==> src/rtl/imem_loader_pkg.sv <==
// Shared constants for the instruction-memory loader: state codes, stream
// framing sizes and the word-address helper.
package imem_loader_pkg;

   typedef logic [2:0] state_t;

   localparam state_t ST_IDLE    = 3'd0;
   localparam state_t ST_LEN_LO  = 3'd1;
   localparam state_t ST_LEN_HI  = 3'd2;
   localparam state_t ST_COLLECT = 3'd3;
   localparam state_t ST_WRITE   = 3'd4;
   localparam state_t ST_DONE    = 3'd5;
   localparam state_t ST_ERR     = 3'd6;

   localparam int LEN_BYTES  = 2;
   localparam int WORD_BYTES = 4;
   localparam int LEN_BITS   = LEN_BYTES * 8;
   localparam int WORD_BITS  = WORD_BYTES * 8;

   // Byte address of word idx; wraps modulo 2^32.
   function automatic logic [31:0] word_addr(input logic [31:0] base,
                                             input logic [LEN_BITS-1:0] idx);
      return base + {14'd0, idx, 2'b00};
   endfunction

endpackage

==> src/rtl/imem_loader_if.sv <==
// Byte-stream, control and instruction-memory write signals of the loader.
// master = host/stream side, slave = the loader itself.
interface imem_loader_if;
   logic        start;
   logic [7:0]  rx_data;
   logic        rx_valid;
   logic        rx_ready;
   logic        imem_we;
   logic [31:0] imem_addr;
   logic [31:0] imem_wdata;
   logic        cpu_rst;
   logic        done;
   logic        err;

   modport master (
      output start, rx_data, rx_valid,
      input  rx_ready, imem_we, imem_addr, imem_wdata, cpu_rst, done, err
   );

   modport slave (
      input  start, rx_data, rx_valid,
      output rx_ready, imem_we, imem_addr, imem_wdata, cpu_rst, done, err
   );
endinterface

==> src/rtl/imem_loader.sv <==
// Boot loader: receives a length-prefixed byte stream and writes it word by
// word into external instruction memory, holding the core in reset until done.
//
// state   | meaning
// IDLE    | waiting for start after reset
// LEN_LO  | receiving length byte 0
// LEN_HI  | receiving length byte 1, range-check length
// COLLECT | assembling the current word, byte by byte
// WRITE   | one-cycle write strobe of the assembled word
// DONE    | program loaded, core released
// ERR     | illegal length, core held in reset
module imem_loader
   import imem_loader_pkg::*;
#(
   parameter int unsigned   MAX_WORDS = 1024,
   parameter logic [31:0]   BASE_ADDR = 32'h0000_0000
) (
   input  logic            clk,
   input  logic            rst,
   imem_loader_if.slave    bus
);

   state_t                 state_q, state_d;
   logic [LEN_BITS-1:0]    len_q, len_d;
   logic [LEN_BITS-1:0]    idx_q, idx_d;
   logic [1:0]             bcnt_q, bcnt_d;
   logic [23:0]            word_q, word_d;
   logic [31:0]            addr_q, addr_d;
   logic [WORD_BITS-1:0]   wdata_q, wdata_d;

   logic                   rx_ready;
   logic                   xfer;
   logic [LEN_BITS-1:0]    len_new;
   logic [LEN_BITS-1:0]    idx_inc;

   always_ff @(posedge clk) begin
      if (rst) begin
         state_q <= ST_IDLE;
         len_q   <= '0;
         idx_q   <= '0;
         bcnt_q  <= '0;
         word_q  <= '0;
         addr_q  <= BASE_ADDR;
         wdata_q <= '0;
      end else begin
         state_q <= state_d;
         len_q   <= len_d;
         idx_q   <= idx_d;
         bcnt_q  <= bcnt_d;
         word_q  <= word_d;
         addr_q  <= addr_d;
         wdata_q <= wdata_d;
      end
   end

   always_comb begin
      state_d = state_q;
      len_d   = len_q;
      idx_d   = idx_q;
      bcnt_d  = bcnt_q;
      word_d  = word_q;
      addr_d  = addr_q;
      wdata_d = wdata_q;
      xfer    = bus.rx_valid && rx_ready;
      len_new = {bus.rx_data, len_q[7:0]};
      idx_inc = idx_q + 16'd1;

      case (state_q)
         ST_IDLE: begin
            if (bus.start) state_d = ST_LEN_LO;
         end
         ST_LEN_LO: begin
            if (xfer) begin
               len_d[7:0] = bus.rx_data;
               state_d    = ST_LEN_HI;
            end
         end
         ST_LEN_HI: begin
            if (xfer) begin
               len_d = len_new;
               if (len_new == '0 || {16'd0, len_new} > 32'(MAX_WORDS)) begin
                  state_d = ST_ERR;
               end else begin
                  idx_d   = '0;
                  bcnt_d  = '0;
                  state_d = ST_COLLECT;
               end
            end
         end
         ST_COLLECT: begin
            if (xfer) begin
               bcnt_d = bcnt_q + 2'd1;
               case (bcnt_q)
                  2'd0: word_d[7:0]   = bus.rx_data;
                  2'd1: word_d[15:8]  = bus.rx_data;
                  2'd2: word_d[23:16] = bus.rx_data;
                  default: ;
               endcase
               // Last lane goes straight into the write register so the
               // strobe can fire on the very next cycle.
               if (bcnt_q == 2'(WORD_BYTES - 1)) begin
                  wdata_d = {bus.rx_data, word_q};
                  addr_d  = word_addr(BASE_ADDR, idx_q);
                  state_d = ST_WRITE;
               end
            end
         end
         ST_WRITE: begin
            idx_d   = idx_inc;
            state_d = (idx_inc == len_q) ? ST_DONE : ST_COLLECT;
         end
         ST_DONE, ST_ERR: begin
            if (bus.start) state_d = ST_LEN_LO;
         end
         default: state_d = ST_IDLE;
      endcase
   end

   always_comb begin
      rx_ready = (state_q == ST_LEN_LO) || (state_q == ST_LEN_HI) ||
                 (state_q == ST_COLLECT);
      bus.rx_ready   = rx_ready;
      bus.imem_we    = (state_q == ST_WRITE);
      bus.imem_addr  = addr_q;
      bus.imem_wdata = wdata_q;
      bus.done       = (state_q == ST_DONE);
      bus.err        = (state_q == ST_ERR);
      bus.cpu_rst    = (state_q != ST_DONE);
   end

endmodule

==> src/flat_wrapper.sv <==
// flat-port wrapper written by rule: the top's interface ports become plain ports
module imem_loader_flat import imem_loader_pkg::*;
#(
   parameter int unsigned   MAX_WORDS = 1024,
   parameter logic [31:0]   BASE_ADDR = 32'h0000_0000
)
  (clk, rst, bus_start, bus_rx_data, bus_rx_valid, bus_rx_ready, bus_imem_we, bus_imem_addr, bus_imem_wdata, bus_cpu_rst, bus_done, bus_err);
  imem_loader_if bus_i ();
  input  logic clk;
  input  logic rst;
  input wire logic [$bits(bus_i.start)-1:0] bus_start;
  input wire logic [$bits(bus_i.rx_data)-1:0] bus_rx_data;
  input wire logic [$bits(bus_i.rx_valid)-1:0] bus_rx_valid;
  output wire logic [$bits(bus_i.rx_ready)-1:0] bus_rx_ready;
  output wire logic [$bits(bus_i.imem_we)-1:0] bus_imem_we;
  output wire logic [$bits(bus_i.imem_addr)-1:0] bus_imem_addr;
  output wire logic [$bits(bus_i.imem_wdata)-1:0] bus_imem_wdata;
  output wire logic [$bits(bus_i.cpu_rst)-1:0] bus_cpu_rst;
  output wire logic [$bits(bus_i.done)-1:0] bus_done;
  output wire logic [$bits(bus_i.err)-1:0] bus_err;
  assign bus_i.start = bus_start;
  assign bus_i.rx_data = bus_rx_data;
  assign bus_i.rx_valid = bus_rx_valid;
  assign bus_rx_ready = bus_i.rx_ready;
  assign bus_imem_we = bus_i.imem_we;
  assign bus_imem_addr = bus_i.imem_addr;
  assign bus_imem_wdata = bus_i.imem_wdata;
  assign bus_cpu_rst = bus_i.cpu_rst;
  assign bus_done = bus_i.done;
  assign bus_err = bus_i.err;
  imem_loader #(.MAX_WORDS(MAX_WORDS), .BASE_ADDR(BASE_ADDR)) u_core (.clk(clk), .rst(rst), .bus(bus_i));
endmodule
==> config.mk <==
export PLATFORM = sky130hd
export DESIGN_NAME = imem_loader_flat
export DESIGN_NICKNAME = d
export VERILOG_FILES = /design/src/rtl/imem_loader_pkg.sv /design/src/rtl/imem_loader_if.sv /design/src/rtl/imem_loader.sv /design/src/flat_wrapper.sv
export SDC_FILE = /design/constraint.sdc
export NUM_CORES = 1
export LEC_CHECK = 0
export CAP_MARGIN = 20
export CORE_MARGIN = 5
export CORE_UTILIZATION = 30
export DETAILED_ROUTE_END_ITERATION = 12
export GPL_ROUTABILITY_DRIVEN = 0
export PLACE_DENSITY_LB_ADDON = 0.05
export SLEW_MARGIN = 20
export SYNTH_ARGS = -nofsm -noshare
export SYNTH_HDL_FRONTEND = slang
export SYNTH_SLANG_ARGS = --single-unit
export TNS_END_PERCENT = 1
==> constraint.sdc <==
create_clock -name clk -period 5.4 [get_ports clk]
set_clock_uncertainty 0.2 [all_clocks]
set_input_delay 1.08 -clock clk [delete_from_list [all_inputs] [get_ports clk]]
set_output_delay 1.08 -clock clk [all_outputs]
set_load 0.01 [all_outputs]
======== Word-level counts from Yosys, hierarchy flattened ========
Cells that the tools add are included.
W data, S select, Z words.
cells by class
  reductions and logical operators ........ 19
  bitwise operators ....................... 1
  eq/ne operators ......................... 17
  magnitude comparators ................... 1
  $add $sub $neg .......................... 2
  mux-type cells .......................... 17
operators with widths
  kind                     number
  $mux W16                 2
  $pmux W16 S2             1
  $mux W3                  7
  $reduce_and A3 Y1        6
  $add A16 B1 Y16 const B  1
  $eq A16 B16 Y1           1
  $gt A16 B11 Y1 const B   1
  $logic_not A16 Y1        1
  $pmux W8 S2              1
  $pmux W3 S5              1
  $ne A2 B1 Y1 const B     5
  $eq A3 B3 Y1 const B     3
  $mux W8                  1
  $eq A3 B2 Y1 const B     2
  $mux W2                  3
  $reduce_and A5 Y1        1
  $eq A2 B2 Y1 const B     2
  $pmux W2 S2              1
  $reduce_and A4 Y1        1
  $reduce_bool A2 Y1       2
  $eq A3 B1 Y1 const B     1
  $logic_not A3 Y1         1
  $logic_or A1 B1 Y1       3
  $ne A3 B3 Y1 const B     1
  8 further kinds          8
storage, ports and cells
  input port bits ......................... 12
  output and inout port bits .............. 69
  register bits after elaboration ......... 109
  word-level logic and storage cells ...... 67

======== Logic depth before layout (Yosys ltp) ========
  word-level depth ........................ 6
  depth in mapped cells ................... 10
  mapped depth without buffers ............ 8

======== Worst setup path after synthesis ========
OpenSTA, ideal clock, no wires.
  kind .................................... register to register
  start point ............................. register u_core.idx_q[1]
  end point ............................... register u_core.state_q[2]
  path slack .............................. 2596 ps
  data required time ...................... 5114 ps
  buffers on the path ..................... 1
  period minus slack after synthesis ...... 2804 ps
  stages on the path, launching flop included .. 10
  setup time .............................. 86 ps
  arrival time ............................ 2518 ps
  path through ............................ dfxtp_1 > ha_1 > buf_2 > nand4_1 > or2_2 > o31ai_1 > nor3_1 > a311o_1 > or4b_1 > a221oi_2
on the way
  longest elaborated chain between the ends .. 4
ends and longest elaborated chain
  item                    RTL line            source
  from (decl)             imem_loader.sv:25   logic [LEN_BITS-1:0] idx_q, idx_d;
  from (signal assigned)  imem_loader.sv:48   idx_q <= idx_d;
  $add A16 B1 Y16         imem_loader.sv:66   idx_inc = idx_q + 16'd1;
  $eq A16 B16 Y1          imem_loader.sv:110  state_d = (idx_inc == len_q) ? ST_DONE : ST_COLLECT;
  $mux W3                 imem_loader.sv:110
  $pmux W3 S5             imem_loader.sv:68   case (state_q)
  to (signal assigned)    imem_loader.sv:46   state_q <= state_d;
  to (decl)               imem_loader.sv:23   state_t state_q, state_d;
No other way between the ends.
A chain may end at the register's enable or synchronous reset.

======== Final worst setup path ========
  start point ............................. register u_core.state_q[0]
  end point ............................... output bus_imem_we
on the way
  longest elaborated chain between the ends .. 1
ends and longest elaborated chain
  item          RTL line            source
  $eq A3 B3 Y1  imem_loader.sv:123  bus.imem_we = (state_q == ST_WRITE);
  to (decl)     flat_wrapper.sv:15  output wire logic [$bits(bus_i.imem_we)-1:0] bus_imem_we;
No other way between the ends.

==> run summary <==
max-cap violations - 0
pre-CTS setup slack - 1.72 ns
sequential cell area fraction in the yosys report - 0.443
quantity of gates resized following cts - 0
Power Total - 1.90 mW
1st-pass router iterations - 4
logic gate share of total power - 0.155
Routed WL per cell - 15.8 µm
NetSw - 538 µW
Seq cells post-synth - 109
GRT Total Usage - 0.145
Tcrit/Tclk final - 0.738
count of final max-slew check failures - 0
Worst-path clk slew - 0.07 ns
Yosys top cell area share - 0.443
multiplexer share of the synthesized area - 0.0203
DIE AREA - 19100 µm²
count of final hold-check violations - 0
Compound-Gate Fraction of Synth Area - 0.158
CTS Buf Count - 9
layout net count - 686
vias in the first global route - 4034
Setup Crit Path Kind - flip-flop to primary output
Fmax - 0.251 GHz
slew of the pin with the lowest slew margin - 0.866 ns
Synth Instances - 639
largest family of logic cells by synthesized area - simple AND/OR/NAND/NOR gates
Async S/R FF share, synth - 0
CTS sink count - 109
commonest non-fill, non-tap cell in the layout - nand2_1
Max FO, Critical Path - 18
Final Non-Filler Cells - 889
Starting Density - 0.308
Main synth FF type - dfxtp_1
Clock Latency Late Sink - 0.35 ns
Ports - 81
port bufs - 64
HPWL Detailed - 9460 µm
clock buffer depth - 2
Sw Ratio - 0.283
Initial DRC Count - 318
vias post-DR - 4311
worst hold path class - flip-flop to flip-flop
Overflow after GRT - 0
Internal - 1.36 mW
cell area after synthesis - 4930 µm²
cell area power density - 321 nW/µm²
DRT antenna net count - 0
CTS tree - built
hold-fix buffers at CTS - 0
commonest non-fill, non-tap cells in the layout - nand2_1, dfxtp_1, a21oi_1, clkdlybuf4s50_1, nor2_1
# diodes - 0
number of distinct library cells after synthesis - 50
Min Hold Slack - 0.253 ns
crit end category - primary output
setup bufs post-CTS - 0
status - complete, no violations
Layout area overhead - 20.2%
fraction of layout instances using a drive strength above 1 - 0.0416
filler instances - 1706
fin worst setup slack - 1.41 ns
core footprint - 16000 µm²
H-tree depth - 3
CP startpoint kind - flip-flop
Synth Area in Adders - 0.0127
DIE WIDTH - 138 µm
root buffer cell - clkbuf_16
Clk pwr share - 0.384
setup violators final - 0
placed cells - 874
sequential cell fraction of total power - 0.461
Die H - 138 µm
Synth Warn # - 0
first-pass GRT wire length - 22700 µm
initial antenna violation count - 0
Max-slew headroom - 0.423
setup TNS - 0 ns
unrepaired setup endpoints after global routing - no
Tmin final - 3.99 ns
XOR/XNOR Fraction of Synth Area - 0.0444
Post-synth EDFFs - 0
residual DRC count - 0
Peak VDD IR - 0.000170 V
largest net degree at the start of global routing - 81
ranking of synthesized cells by area - dfxtp_1, nand2_1, a21oi_1
cell accounting for the most synthesized area - dfxtp_1
WP data required - 4.12 ns
Vias/cell - 4.85
Mean Syn Cell Area - 7.71 µm²
crit path DAT - 2.71 ns
number of cell rows - 46
Simple-Gate Fraction of Synth Area - 0.246
leakage - 1.91 nW
DRT Wirelength - 14000 µm
==> metal layers <==
layer / wire length, µm / up-vias / track usage
met1: 6820 / 2021 / 0.205
met3: 806 / 5 / 0.0386
met5: 0 / - / 0
met4: 101 / 0 / 0.0302
met2: 6280 / 104 / 0.224
li1: - / 2181 / -
==> power by group through the flow <==
stage / Clock (mW) / Combinational [mW] / Sequential [mW]
after floorplan: 0 / 0.238 / 0.864
after global placement: 0 / 0.292 / 0.894
after detailed placement: 0 / 0.294 / 0.893
after CTS: 0.753 / 0.295 / 0.874
after global routing: 0.787 / 0.326 / 0.883
final: 0.730 / 0.296 / 0.877
==> metrics by stage <==
stage | instance area (µm²) | utilization
finish | 5930 | 0.370
global route | 5930 | 0.370
CTS | 5920 | 0.370
detailed placement | 5600 | 0.350
global placement | 5600 | 0.350
floorplan | 4990 | -
==> state kept, by name (all words and copies together), names as in the netlist <==
name                   cells
u_core.len_q              16
u_core.bus.imem_wdata     32
u_core.word_q             24
u_core.bus.imem_addr      16
u_core.state_q             3
u_core.bcnt_q              2
u_core.idx_q              16
==> cells by family after synthesis <==
family                     after synthesis
and+or+nand+nor                        276
AOI/OAI and AO/OA                      141
DFF                                    109
buffers and inverters                   72
xor gates and xnor gates                25
muxes                                   10
adders and majority gates                5
other                                    1
==> worst paths after layout <==
kind                           from                  endpoint  slack (ns)  cells past startpoint
setup reg to reg    u_core.idx_q[0]         u_core.state_q[2]        2.15                      8
hold / removal     u_core.word_q[3]  u_core.bus.imem_wdata[3]        0.25                      2
hold reg to reg    u_core.word_q[3]  u_core.bus.imem_wdata[3]        0.25                      2
setup / recovery  u_core.state_q[0]               bus_imem_we        1.41                      5
==> synth_stat cells (8+ instances only) <==
cell / instances
a21oi_1: 102
buf_4: 25
clkbuf_1: 34
dfxtp_1: 109
mux2i_1: 10
nand2_1: 155
nand3_1: 34
nor2_1: 41
nor3_1: 15
o21ai_0: 16
xnor2_1: 17
xor2_1: 8
==> area by class of cell <==
cell class                      instances  area (µm²)  area share
Tap cell                              216         270      0.0456
Timing Repair Buffer                   69         676       0.114
Inverter                                7        26.3     0.00443
Multi-Input combinational cell        473        2450       0.413
Clock buffer                           10         239      0.0403
Sequential cell                       109        2180       0.368
Clock inverter                          5        83.8      0.0141
==> worst max-delay path, cell delays in order, from the launching register on <==
cell and delay, ns:
dfxtp_1 0.52, clkinv_1 0.32, nand2_1 0.15, buf_4 0.24
clkinv_1 0.48, clkdlybuf4s50_1 0.64
Note: power is estimated with default switching activity, not from simulation.
